<file path="config.mk">
export PLATFORM = sky130hd
export DESIGN_NAME = fp_multiplier
export DESIGN_NICKNAME = d
export VERILOG_FILES = /design/src/rtl/fp_multiplier.sv
export SDC_FILE = /design/constraint.sdc
export NUM_CORES = 1
export LEC_CHECK = 0
export ABC_AREA = 1
export CORE_ASPECT_RATIO = 1.5
export CORE_MARGIN = 4
export CORE_UTILIZATION = 50
export CTS_BUF_LIST = sky130_fd_sc_hd__clkbuf_8
export DETAILED_ROUTE_END_ITERATION = 10
export GPL_TIMING_DRIVEN = 0
export PLACE_DENSITY_LB_ADDON = 0.08
export SLEW_MARGIN = 20
export SYNTH_ARGS = -nofsm -noshare
export SYNTH_HDL_FRONTEND = slang
export SYNTH_SLANG_ARGS = --single-unit
</file>
<file path="constraint.sdc">
create_clock -name clk -period 3.5 [get_ports clk]
set_input_delay 1.05 -clock clk [delete_from_list [all_inputs] [get_ports clk]]
set_output_delay 1.05 -clock clk [all_outputs]
set_load 0.01 [all_outputs]
</file>
<file path="src/rtl/fp_multiplier.sv">
// Sequential IEEE-754-style multiplier: shift-add mantissa product, one bit per clock.
// Latency: done_out pulses MANTISSA_WIDTH+3 rising edges after the accepting edge, independent of data.
// Backpressure: none; start_in is ignored while busy_out=1. Build option FPM_ROUND_EN selects round-to-nearest-even (default truncates).
module fp_multiplier #(
  parameter int EXP_WIDTH      = 8,
  parameter int MANTISSA_WIDTH = 23
) (
  input  logic                                  clk,
  input  logic                                  rst_n,
  input  logic                                  start_in,
  input  logic [EXP_WIDTH+MANTISSA_WIDTH:0]     a_in,
  input  logic [EXP_WIDTH+MANTISSA_WIDTH:0]     b_in,
  output logic [EXP_WIDTH+MANTISSA_WIDTH:0]     result_out,
  output logic                                  done_out,
  output logic                                  busy_out,
  output logic                                  overflow_out,
  output logic                                  underflow_out
);

  localparam int W  = 1 + EXP_WIDTH + MANTISSA_WIDTH;
  localparam int M  = MANTISSA_WIDTH;
  localparam int E  = EXP_WIDTH;
  localparam int PW = 2 * M + 2;
  localparam int CW = $clog2(M + 2);
  localparam int XW = E + 2;

  localparam logic [1:0] S_IDLE = 2'd0;
  localparam logic [1:0] S_MULT = 2'd1;
  localparam logic [1:0] S_NORM = 2'd2;
  localparam logic [1:0] S_PACK = 2'd3;

  localparam logic [CW-1:0]        LAST_CNT = CW'(M);
  localparam logic [E-1:0]         BIAS     = {1'b0, {(E-1){1'b1}}};
  localparam logic signed [XW-1:0] EXP_MAX  = $signed({2'b00, {E{1'b1}}});
  localparam logic signed [XW-1:0] EXP_ONE  = XW'(1);
  localparam logic [M-1:0]         NAN_FRAC = {1'b1, {(M-1){1'b0}}};

  // Registered state
  logic [1:0]              state_q,  state_d;
  logic [W-1:0]            a_q,      a_d;
  logic [W-1:0]            b_q,      b_d;
  logic [PW-1:0]           mcand_q,  mcand_d;
  logic [M:0]              mplier_q, mplier_d;
  logic [PW-1:0]           prod_q,   prod_d;
  logic [CW-1:0]           cnt_q,    cnt_d;
  logic signed [XW-1:0]    exp_q,    exp_d;
  logic                    sticky_q, sticky_d;
  logic [W-1:0]            result_q, result_d;
  logic                    done_q,   done_d;
  logic                    busy_q,   busy_d;
  logic                    ovf_q,    ovf_d;
  logic                    unf_q,    unf_d;

  // Operand unpack (from the input ports, used only on the accepting edge)
  logic [E-1:0]            a_exp_in, b_exp_in;
  logic [M:0]              a_man_in, b_man_in;
  logic signed [XW-1:0]    exp_sum_in;

  // Operand classification (from the latched operands, stable for the whole operation)
  logic [E-1:0]            a_exp, b_exp;
  logic [M-1:0]            a_frac, b_frac;
  logic                    a_zero, b_zero, a_inf, b_inf, a_nan, b_nan;
  logic                    res_sign;

  // Rounding / final packing
  logic [M-1:0]            frac_t;
  logic                    guard_bit, sticky_bit, round_inc;
  logic [M+1:0]            man_r;
  logic [M-1:0]            frac_r;
  logic signed [XW-1:0]    exp_r;

  // Unpack incoming operands; the hidden bit is set only for non-zero exponents
  always_comb begin
    a_exp_in   = a_in[W-2:M];
    b_exp_in   = b_in[W-2:M];
    a_man_in   = {(|a_exp_in), a_in[M-1:0]};
    b_man_in   = {(|b_exp_in), b_in[M-1:0]};
    exp_sum_in = $signed({2'b00, a_exp_in}) + $signed({2'b00, b_exp_in})
               - $signed({2'b00, BIAS});
  end

  // Classify latched operands for the special-value paths
  always_comb begin
    a_exp    = a_q[W-2:M];
    b_exp    = b_q[W-2:M];
    a_frac   = a_q[M-1:0];
    b_frac   = b_q[M-1:0];
    a_zero   = (a_exp == '0);
    b_zero   = (b_exp == '0);
    a_inf    = (&a_exp) && (a_frac == '0);
    b_inf    = (&b_exp) && (b_frac == '0);
    a_nan    = (&a_exp) && (a_frac != '0);
    b_nan    = (&b_exp) && (b_frac != '0);
    res_sign = a_q[W-1] ^ b_q[W-1];
  end

  // Extract fraction/guard/sticky from the normalised product and apply rounding
  always_comb begin
    // After NORM the hidden bit sits at PW-2; fraction is the next M bits down.
    frac_t     = prod_q[PW-3 -: M];
    guard_bit  = prod_q[M-1];
    sticky_bit = (|prod_q[M-2:0]) | sticky_q;
`ifdef FPM_ROUND_EN
    round_inc  = guard_bit & (sticky_bit | frac_t[0]);
`else
    // Truncation: bits below the fraction are deliberately discarded.
    round_inc  = 1'b0 & guard_bit & sticky_bit;
`endif
    man_r = {1'b0, 1'b1, frac_t} + (M+2)'(round_inc);
    if (man_r[M+1]) begin
      // Rounding carried out of the mantissa: renormalise before range checks.
      frac_r = man_r[M:1];
      exp_r  = exp_q + EXP_ONE;
    end else begin
      frac_r = man_r[M-1:0];
      exp_r  = exp_q;
    end
  end

  // Next-state and datapath control for IDLE/MULT/NORM/PACK
  always_comb begin
    state_d  = state_q;
    a_d      = a_q;
    b_d      = b_q;
    mcand_d  = mcand_q;
    mplier_d = mplier_q;
    prod_d   = prod_q;
    cnt_d    = cnt_q;
    exp_d    = exp_q;
    sticky_d = sticky_q;
    result_d = result_q;
    done_d   = 1'b0;
    busy_d   = busy_q;
    ovf_d    = ovf_q;
    unf_d    = unf_q;

    case (state_q)
      S_IDLE: begin
        if (start_in) begin
          a_d      = a_in;
          b_d      = b_in;
          mcand_d  = {{(M+1){1'b0}}, a_man_in};
          mplier_d = b_man_in;
          prod_d   = '0;
          cnt_d    = '0;
          exp_d    = exp_sum_in;
          sticky_d = 1'b0;
          busy_d   = 1'b1;
          state_d  = S_MULT;
        end
      end

      S_MULT: begin
        // One multiplier bit per clock, LSB first; multiplicand walks left.
        prod_d   = prod_q + (mplier_q[0] ? mcand_q : '0);
        mcand_d  = mcand_q << 1;
        mplier_d = mplier_q >> 1;
        cnt_d    = cnt_q + 1'b1;
        if (cnt_q == LAST_CNT) begin
          state_d = S_NORM;
        end
      end

      S_NORM: begin
        // Product of two [1,2) mantissas lies in [1,4); fold the top binade down.
        if (prod_q[PW-1]) begin
          prod_d   = prod_q >> 1;
          sticky_d = prod_q[0];
          exp_d    = exp_q + EXP_ONE;
        end
        state_d = S_PACK;
      end

      default: begin
        ovf_d = 1'b0;
        unf_d = 1'b0;
        if (a_nan || b_nan || (a_inf && b_zero) || (b_inf && a_zero)) begin
          result_d = {1'b0, {E{1'b1}}, NAN_FRAC};
        end else if (a_inf || b_inf) begin
          result_d = {res_sign, {E{1'b1}}, {M{1'b0}}};
        end else if (a_zero || b_zero) begin
          result_d = {res_sign, {(W-1){1'b0}}};
        end else if (exp_r >= EXP_MAX) begin
          result_d = {res_sign, {E{1'b1}}, {M{1'b0}}};
          ovf_d    = 1'b1;
        end else if (exp_r <= $signed({XW{1'b0}})) begin
          result_d = {res_sign, {(W-1){1'b0}}};
          unf_d    = 1'b1;
        end else begin
          result_d = {res_sign, exp_r[E-1:0], frac_r};
        end
        done_d  = 1'b1;
        busy_d  = 1'b0;
        state_d = S_IDLE;
      end
    endcase
  end

  // State registers with asynchronous active-low reset (aborts any operation)
  always_ff @(posedge clk or negedge rst_n) begin
    if (!rst_n) begin
      state_q  <= S_IDLE;
      a_q      <= '0;
      b_q      <= '0;
      mcand_q  <= '0;
      mplier_q <= '0;
      prod_q   <= '0;
      cnt_q    <= '0;
      exp_q    <= '0;
      sticky_q <= 1'b0;
      result_q <= '0;
      done_q   <= 1'b0;
      busy_q   <= 1'b0;
      ovf_q    <= 1'b0;
      unf_q    <= 1'b0;
    end else begin
      state_q  <= state_d;
      a_q      <= a_d;
      b_q      <= b_d;
      mcand_q  <= mcand_d;
      mplier_q <= mplier_d;
      prod_q   <= prod_d;
      cnt_q    <= cnt_d;
      exp_q    <= exp_d;
      sticky_q <= sticky_d;
      result_q <= result_d;
      done_q   <= done_d;
      busy_q   <= busy_d;
      ovf_q    <= ovf_d;
      unf_q    <= unf_d;
    end
  end

  assign result_out    = result_q;
  assign done_out      = done_q;
  assign busy_out      = busy_q;
  assign overflow_out  = ovf_q;
  assign underflow_out = unf_q;

endmodule

</file>
==> results of run 1 <==
==> registers in the layout, summed over array words and instances, names as in the netlist, 2 cells and up <==
register	count
prod_q	48
result_out	32
a_q	32
mcand_q	48
mplier_q	24
state_q	2
b_q	32
cnt_q	5
exp_q	10
==> cells in the final DEF, fill, tap and decap left out, types with 6 or more instances in the layout <==
cell / netlist / layout
nor3_1: 11 / 11
nor4_1: 12 / 12
a21oi_1: 58 / 58
nor2_1: 182 / 182
buf_2: 27 / 27
inv_1: 347 / 359
nor2_2: 13 / 13
buf_6: 6 / 6
clkbuf_8: 0 / 48
buf_1: 11 / 11
o21ai_1: 8 / 8
dfrtp_1: 237 / 237
inv_2: 9 / 9
nand3_1: 111 / 111
nand3b_1: 6 / 6
a31oi_1: 53 / 53
nand2_1: 931 / 931
nand4_1: 38 / 38
and2_1: 7 / 7
ha_1: 69 / 69
clkbuf_1: 36 / 35
o21ai_0: 87 / 87
o22ai_1: 33 / 33
a22oi_1: 10 / 10
clkdlybuf4s50_1: 0 / 101
==> cell type report <==
class,instances,area [µm²],share of cell area (%)
well taps,405,507,2.81
multi-input cells,1676,7950,44.1
flip-flops and latches,237,5930,32.9
repair buffers,104,1080,5.99
plain buffers,80,380,2.11
clock buffers,48,661,3.66
inverters,359,1350,7.50
clock inverters,23,171,0.950
==> power by group <==
group          internal [mW]  switching [mW]  total, mW
sequential              3.71           0.667       4.38
clock                   1.41            1.22       2.63
combinational           2.08            4.37       6.45
total                   7.20            6.25       13.5
==> layer usage <==
metal	GRT usage, %	vias to the layer above	share of wire [%]
li1	-	7688	-
met1	30.7	6997	38
met2	51.5	369	51
met3	3.35	147	3.6
met4	16.7	0	6.7
met5	0	-	0
==> how the worst max path moves through the flow <==
stage	from	end	slack, ps	depth (start not counted)
finish	mplier_q[0]	prod_q[40]	230	18
global route	mplier_q[0]	prod_q[33]	20	20
CTS	mplier_q[0]	prod_q[40]	220	18
detailed placement	mplier_q[0]	prod_q[40]	-20	18
global placement	rst_n	b_q[4]	-9000	1
floorplan	a_in[24]	exp_q[9]	690	14
==> through the flow <==
stage	instances	hold WS [ps]	utilization (%)	instance area, µm²	power, mW
2_1_floorplan	2352	449	-	15600	8.74
3_5_place_dp	2861	464	55.6	17200	10.9
4_1_cts	2932	374	58.3	18000	13.5
6_report	2932	363	58.3	18000	13.5
3_3_place_gp	2859	462	55.4	17100	10.7
5_1_grt	2932	387	58.3	18000	14.6
==> worst reg2reg max path, cell delays in order, from the launching register on <==
cell      delay, ps
dfrtp_1         410
clkbuf_2        300
buf_1           310
nand2_1         140
inv_1            80
fa_1            440
nand3_1         150
nand3_2         160
nand2_1         100
nand2_1         160
nand2_1         110
nand3_1         220
nand2_1         170
nand2_1          60
nand2_1          60
nand3_1         140
nand2_1         120
nand2_1          50
nand2_1          50
==> cells by family after synthesis <==
group / Yosys count
and+or+nand+nor: 1329
AOI/OAI and AO/OA: 269
DFF: 237
buffers and inverters: 439
xor gates and xnor gates: 7
adders and majority gates: 71
==> metrics.txt, run 1 <==
setup TNS 0 ps; core area 30,900 µm²; RePlAce Congestion 0.973; Synth Area in Simple Gates 34.8%; Max IR drop VDD 0.000532 V; number of global-route vias before repair 15.0k; Mapped Area 15,600 µm²; XOR/XNOR Fraction of Synth Area 0.393%; # DRC 0; mux contribution to synthesized area 0%; diode count 0; Final min period 3270 ps; net count reported at finish 2,636; dominant cell by count in the synthesized netlist nand2_1; Post-CTS Setup Inserts 0; GRT Resource Usage Total 27.9%; CP Data Required Time 4030 ps; top cells by area, synth dfrtp_1 38%, nand2_1 22%, inv_1 8.3%, ha_1 5.5%, nor2_1 4.4%; unique cell type count in the Yosys netlist 47; Post-synth EDFFs 0; Vias 15.2k; total CTS buffers 40; Starting Density 50.5%; final period utilization 93.3%; Final ANT Viol Nets 0; CP max stage delay 440 ps; DRT iter0 DRCs 900; worst-skew pair later-pin latency 600 ps; buffer depth of the longest clock path 3; Reg2Reg Setup Slack 230 ps; hpwl dp 38,700 µm; top post-synthesis cells by count 931 x nand2_1, 347 x inv_1, 237 x dfrtp_1; FF-to-FF Start mplier_q[0]; Critical R2R Capture prod_q[40]; crit path kind register to register; dpl ws -23.2 ps; global-route wire length before repair 76,700 µm; I/O Buffers 102; routed len/inst 16.4 µm; Seq/Total Area, Yosys 38.0%; clock sinks 237; I/O pin total 103; Final Setup Violations 0; Most used DFF post-synth dfrtp_1; most used cell, CP nand2_1; H-tree lvl count 2; outcome finished, final reports clean; CP Launch Type register; post-synth top area share 38.0%; setup ws final 234 ps; largest family of logic cells by synthesized area simple AND/OR/NAND/NOR gates; FFs w/ async S/R, synth 100%; Die Ht 224 µm; Synth Area in Compound Gates 9.95%; Post-Syn Instances 2,352; YS warnings 0; via/cell ratio 5.18; Crit. End Element register; fin. max-slew vios 0; syn_area_per_cell 6.64 µm²; worst hold path class input port to async pin; Critical-path top delay cell fa_1; CTS tree built; RSZ-0062 raised after global routing false; Root Buffer clkbuf_8; cts-stage hold buffer count 0; Critical Path Fanout Max 10; Post-Route WL 48,000 µm; cell taking the most area after synthesis dfrtp_1; cell family with most CP delay simple AND/OR/NAND/NOR gates; #FFs+latches synth 237; Layout area overhead 15.5%; FILL cells 3,069; largest net degree at the start of global routing 101; num rows 79; max-cap viol count 0; Slew @ Worst Pin 825 ps; Worst EP arrival 3790 ps; adder-cell share of the synthesized area 5.79%; Leak 9.80 nW; crit-path cells clkbuf_2 -> buf_1 -> nand2_1 -> inv_1 -> fa_1 -> nand3_1 -> nand3_2 -> nand2_1 -> nand2_1 -> nand2_1 -> nand3_1 -> nand2_1 -> nand2_1 -> nand2_1 -> nand3_1 -> nand2_1 -> nand2_1 -> nand2_1; total nets after synthesis 2,490; P per Cell Area 746 nW/µm²; die width 152 µm; Layout Skew 40.4 ps; Hold Violations, Final 0; Crit path buffers/inverters 3; Max Fclk 306 MHz; 1st-pass router iterations 5; R2R depth 18; clk slew on worst S/H paths 80 ps; Congestion Overflow GR 0; relative max-transition margin 45.0%; die area 34,200 µm²; initial antenna violation count 0; post_cts resized 1; layout cell share with drive strength beyond 1 5.50%
Note: power is estimated with default switching activity, not from simulation.
==> inputs of run 2 (changes only) <==
--- a/config.mk
+++ b/config.mk
@@ -12,6 +12,7 @@
 export CTS_BUF_LIST = sky130_fd_sc_hd__clkbuf_8
 export DETAILED_ROUTE_END_ITERATION = 10
 export GPL_TIMING_DRIVEN = 0
+export HOLD_SLACK_MARGIN = 0.15
 export PLACE_DENSITY_LB_ADDON = 0.08
 export SLEW_MARGIN = 20
 export SYNTH_ARGS = -nofsm -noshare
==> results of run 2 <==
The final DEF is identical to that of run 1; final timing and power are the same.
==> inputs of run 3 (changes only) <==
--- a/config.mk
+++ b/config.mk
@@ -7,7 +7,7 @@
 export LEC_CHECK = 0
 export ABC_AREA = 1
 export CORE_ASPECT_RATIO = 1.5
-export CORE_MARGIN = 4
+export CORE_MARGIN = 5
 export CORE_UTILIZATION = 50
 export CTS_BUF_LIST = sky130_fd_sc_hd__clkbuf_8
 export DETAILED_ROUTE_END_ITERATION = 10
==> run 3 against run 2 <==
- critical path type unchanged
- wire length grew 2.2%
- combinational power barely moved
- worst hold slack better by 26 ps
- highest routed layer unchanged
- critical path depth grew 2
==> metrics.txt, run 3 (synthesis results as in run 1) <==
CP Data Required Time 4010 ps; global-route wire length before repair 77,800 µm; setup ws final 332 ps; CP Launch Type register; total CTS buffers 39; max-cap viol count 0; via/cell ratio 5.17; Starting Density 50.5%; Layout Skew 28.9 ps; Post-CTS Setup Inserts 0; relative max-transition margin 47.6%; I/O Buffers 102; outcome finished, final reports clean; number of global-route vias before repair 15.0k; routed len/inst 16.8 µm; dpl ws -41.1 ps; core area 30,900 µm²; Critical Path Fanout Max 10; Max IR drop VDD 0.000538 V; Congestion Overflow GR 0; largest net degree at the start of global routing 93; hpwl dp 39,600 µm; diode count 0; commonest cells after routing, fill and taps aside 931 x nand2_1, 356 x inv_1, 237 x dfrtp_1, 182 x nor2_1, 111 x nand3_1; Final min period 3170 ps; die width 154 µm; RSZ-0062 raised after global routing false; buffer depth of the longest clock path 3; clock sinks 237; H-tree lvl count 2; Root Buffer clkbuf_8; net count reported at finish 2,635; DP Area 17,200 µm²; most common cell after layout, fill and taps aside nand2_1; Crit. End Element register; fin. max-slew vios 0; die area 34,900 µm²; Final ANT Viol Nets 0; 1st-pass router iterations 5; Top Registers mcand_q (48), prod_q (48); layout cell share with drive strength beyond 1 5.51%; worst hold path class input port to async pin; Layout area overhead 15.2%; final instance area 18,000 µm²; final period utilization 90.5%; GRT Resource Usage Total 28.0%; crit path kind register to register; CTS tree built; RePlAce Congestion 0.966; Vias 15.1k; Final Setup Violations 0; FILL cells 3,101; Slew @ Worst Pin 786 ps; Worst EP arrival 3670 ps; Die Ht 226 µm; register area 5930 µm²; DRT iter0 DRCs 827; Post-Route WL 49,100 µm; num rows 79; Max Fclk 316 MHz; P per Cell Area 742 nW/µm²; # DRC 0; I/O pin total 103; initial antenna violation count 0; Leak 9.76 nW; Hold Violations, Final 0; area of the multi-input gates 7950 µm²; worst-skew pair later-pin latency 580 ps; clk slew on worst S/H paths 60 ps
==> run 3: final timing paths <==
| path | startpoint | endpoint | slack [ps] | cells after the start |
|---|---|---|---|---|
| min in group clk | a_q[2] | a_q[2] | 480 | 2 |
| min | rst_n | prod_q[19] | 390 | 1 |
| min reg2reg | a_q[2] | a_q[2] | 480 | 2 |
| max | mplier_q[0] | prod_q[34] | 330 | 20 |
| max reg2reg | mplier_q[0] | prod_q[34] | 330 | 20 |
| max in group asynchronous | rst_n | mplier_q[5] | 2190 | 2 |
==> run 3: timing repair <==
action / 4_1_cts / 5_1_grt
hold buffers: 0 / 0
hold endpoints to repair: 0 / 0
resized for setup: 1 / 2
setup endpoints to repair: 3 / 4
==> run 3: routing by layer <==
layer	GRT usage [%]	vias to the layer above	wire [µm]
met5	0	-	0
met4	13.5	0	2630
met3	3.00	125	1700
met2	53.4	351	25900
met1	30.6	6962	18800
li1	-	7687	-
==> run 3: through the flow <==
stage / cells / TNS (ps) / power, mW / utilization [%] / hold slack (ps)
6_report: 2927 / 0 / 13.4 / 58.1 / 390
5_1_grt: 2927 / 0 / 14.5 / 58.1 / 436
4_1_cts: 2927 / 0 / 13.4 / 58.1 / 415
3_5_place_dp: 2861 / -114 / 10.9 / 55.6 / 465
3_3_place_gp: 2859 / -2148610 / 10.7 / 55.4 / 462
2_1_floorplan: 2352 / 0 / 8.74 / - / 449
==> run 3: layout make-up <==
cell class	instances	share of cell area, %
plain buffers	80	2.13
inverters	359	7.52
clock inverters	22	0.953
clock buffers	44	3.37
repair buffers	104	6.01
flip-flops and latches	237	33.0
well taps	405	2.82
multi-input cells	1676	44.2
==> run 3: where the power goes <==
part | switching, mW | internal, mW | leakage [nW]
clock network | 1.19 | 1.31 | 0.428
logic | 4.39 | 2.08 | 6.31
registers | 0.671 | 3.71 | 3.02
total | 6.25 | 7.10 | 9.76
==> run 3: worst max-delay path: stages (launching register included) <==
cell and delay (ps):
dfrtp_1 400, clkbuf_2 420, clkbuf_2 300, nand2_1 70, inv_1 60, ha_1 270, nand2_1 140, inv_1 70
nand2_1 110, nand2_1 100, nand2_1 90, nand3_2 160, nand2_1 110, nand2_1 90, nand2_1 100, nand2_1 60
nand2_1 50, nand3_1 240, nand2_1 140, nand2_1 70, nand2_1 60
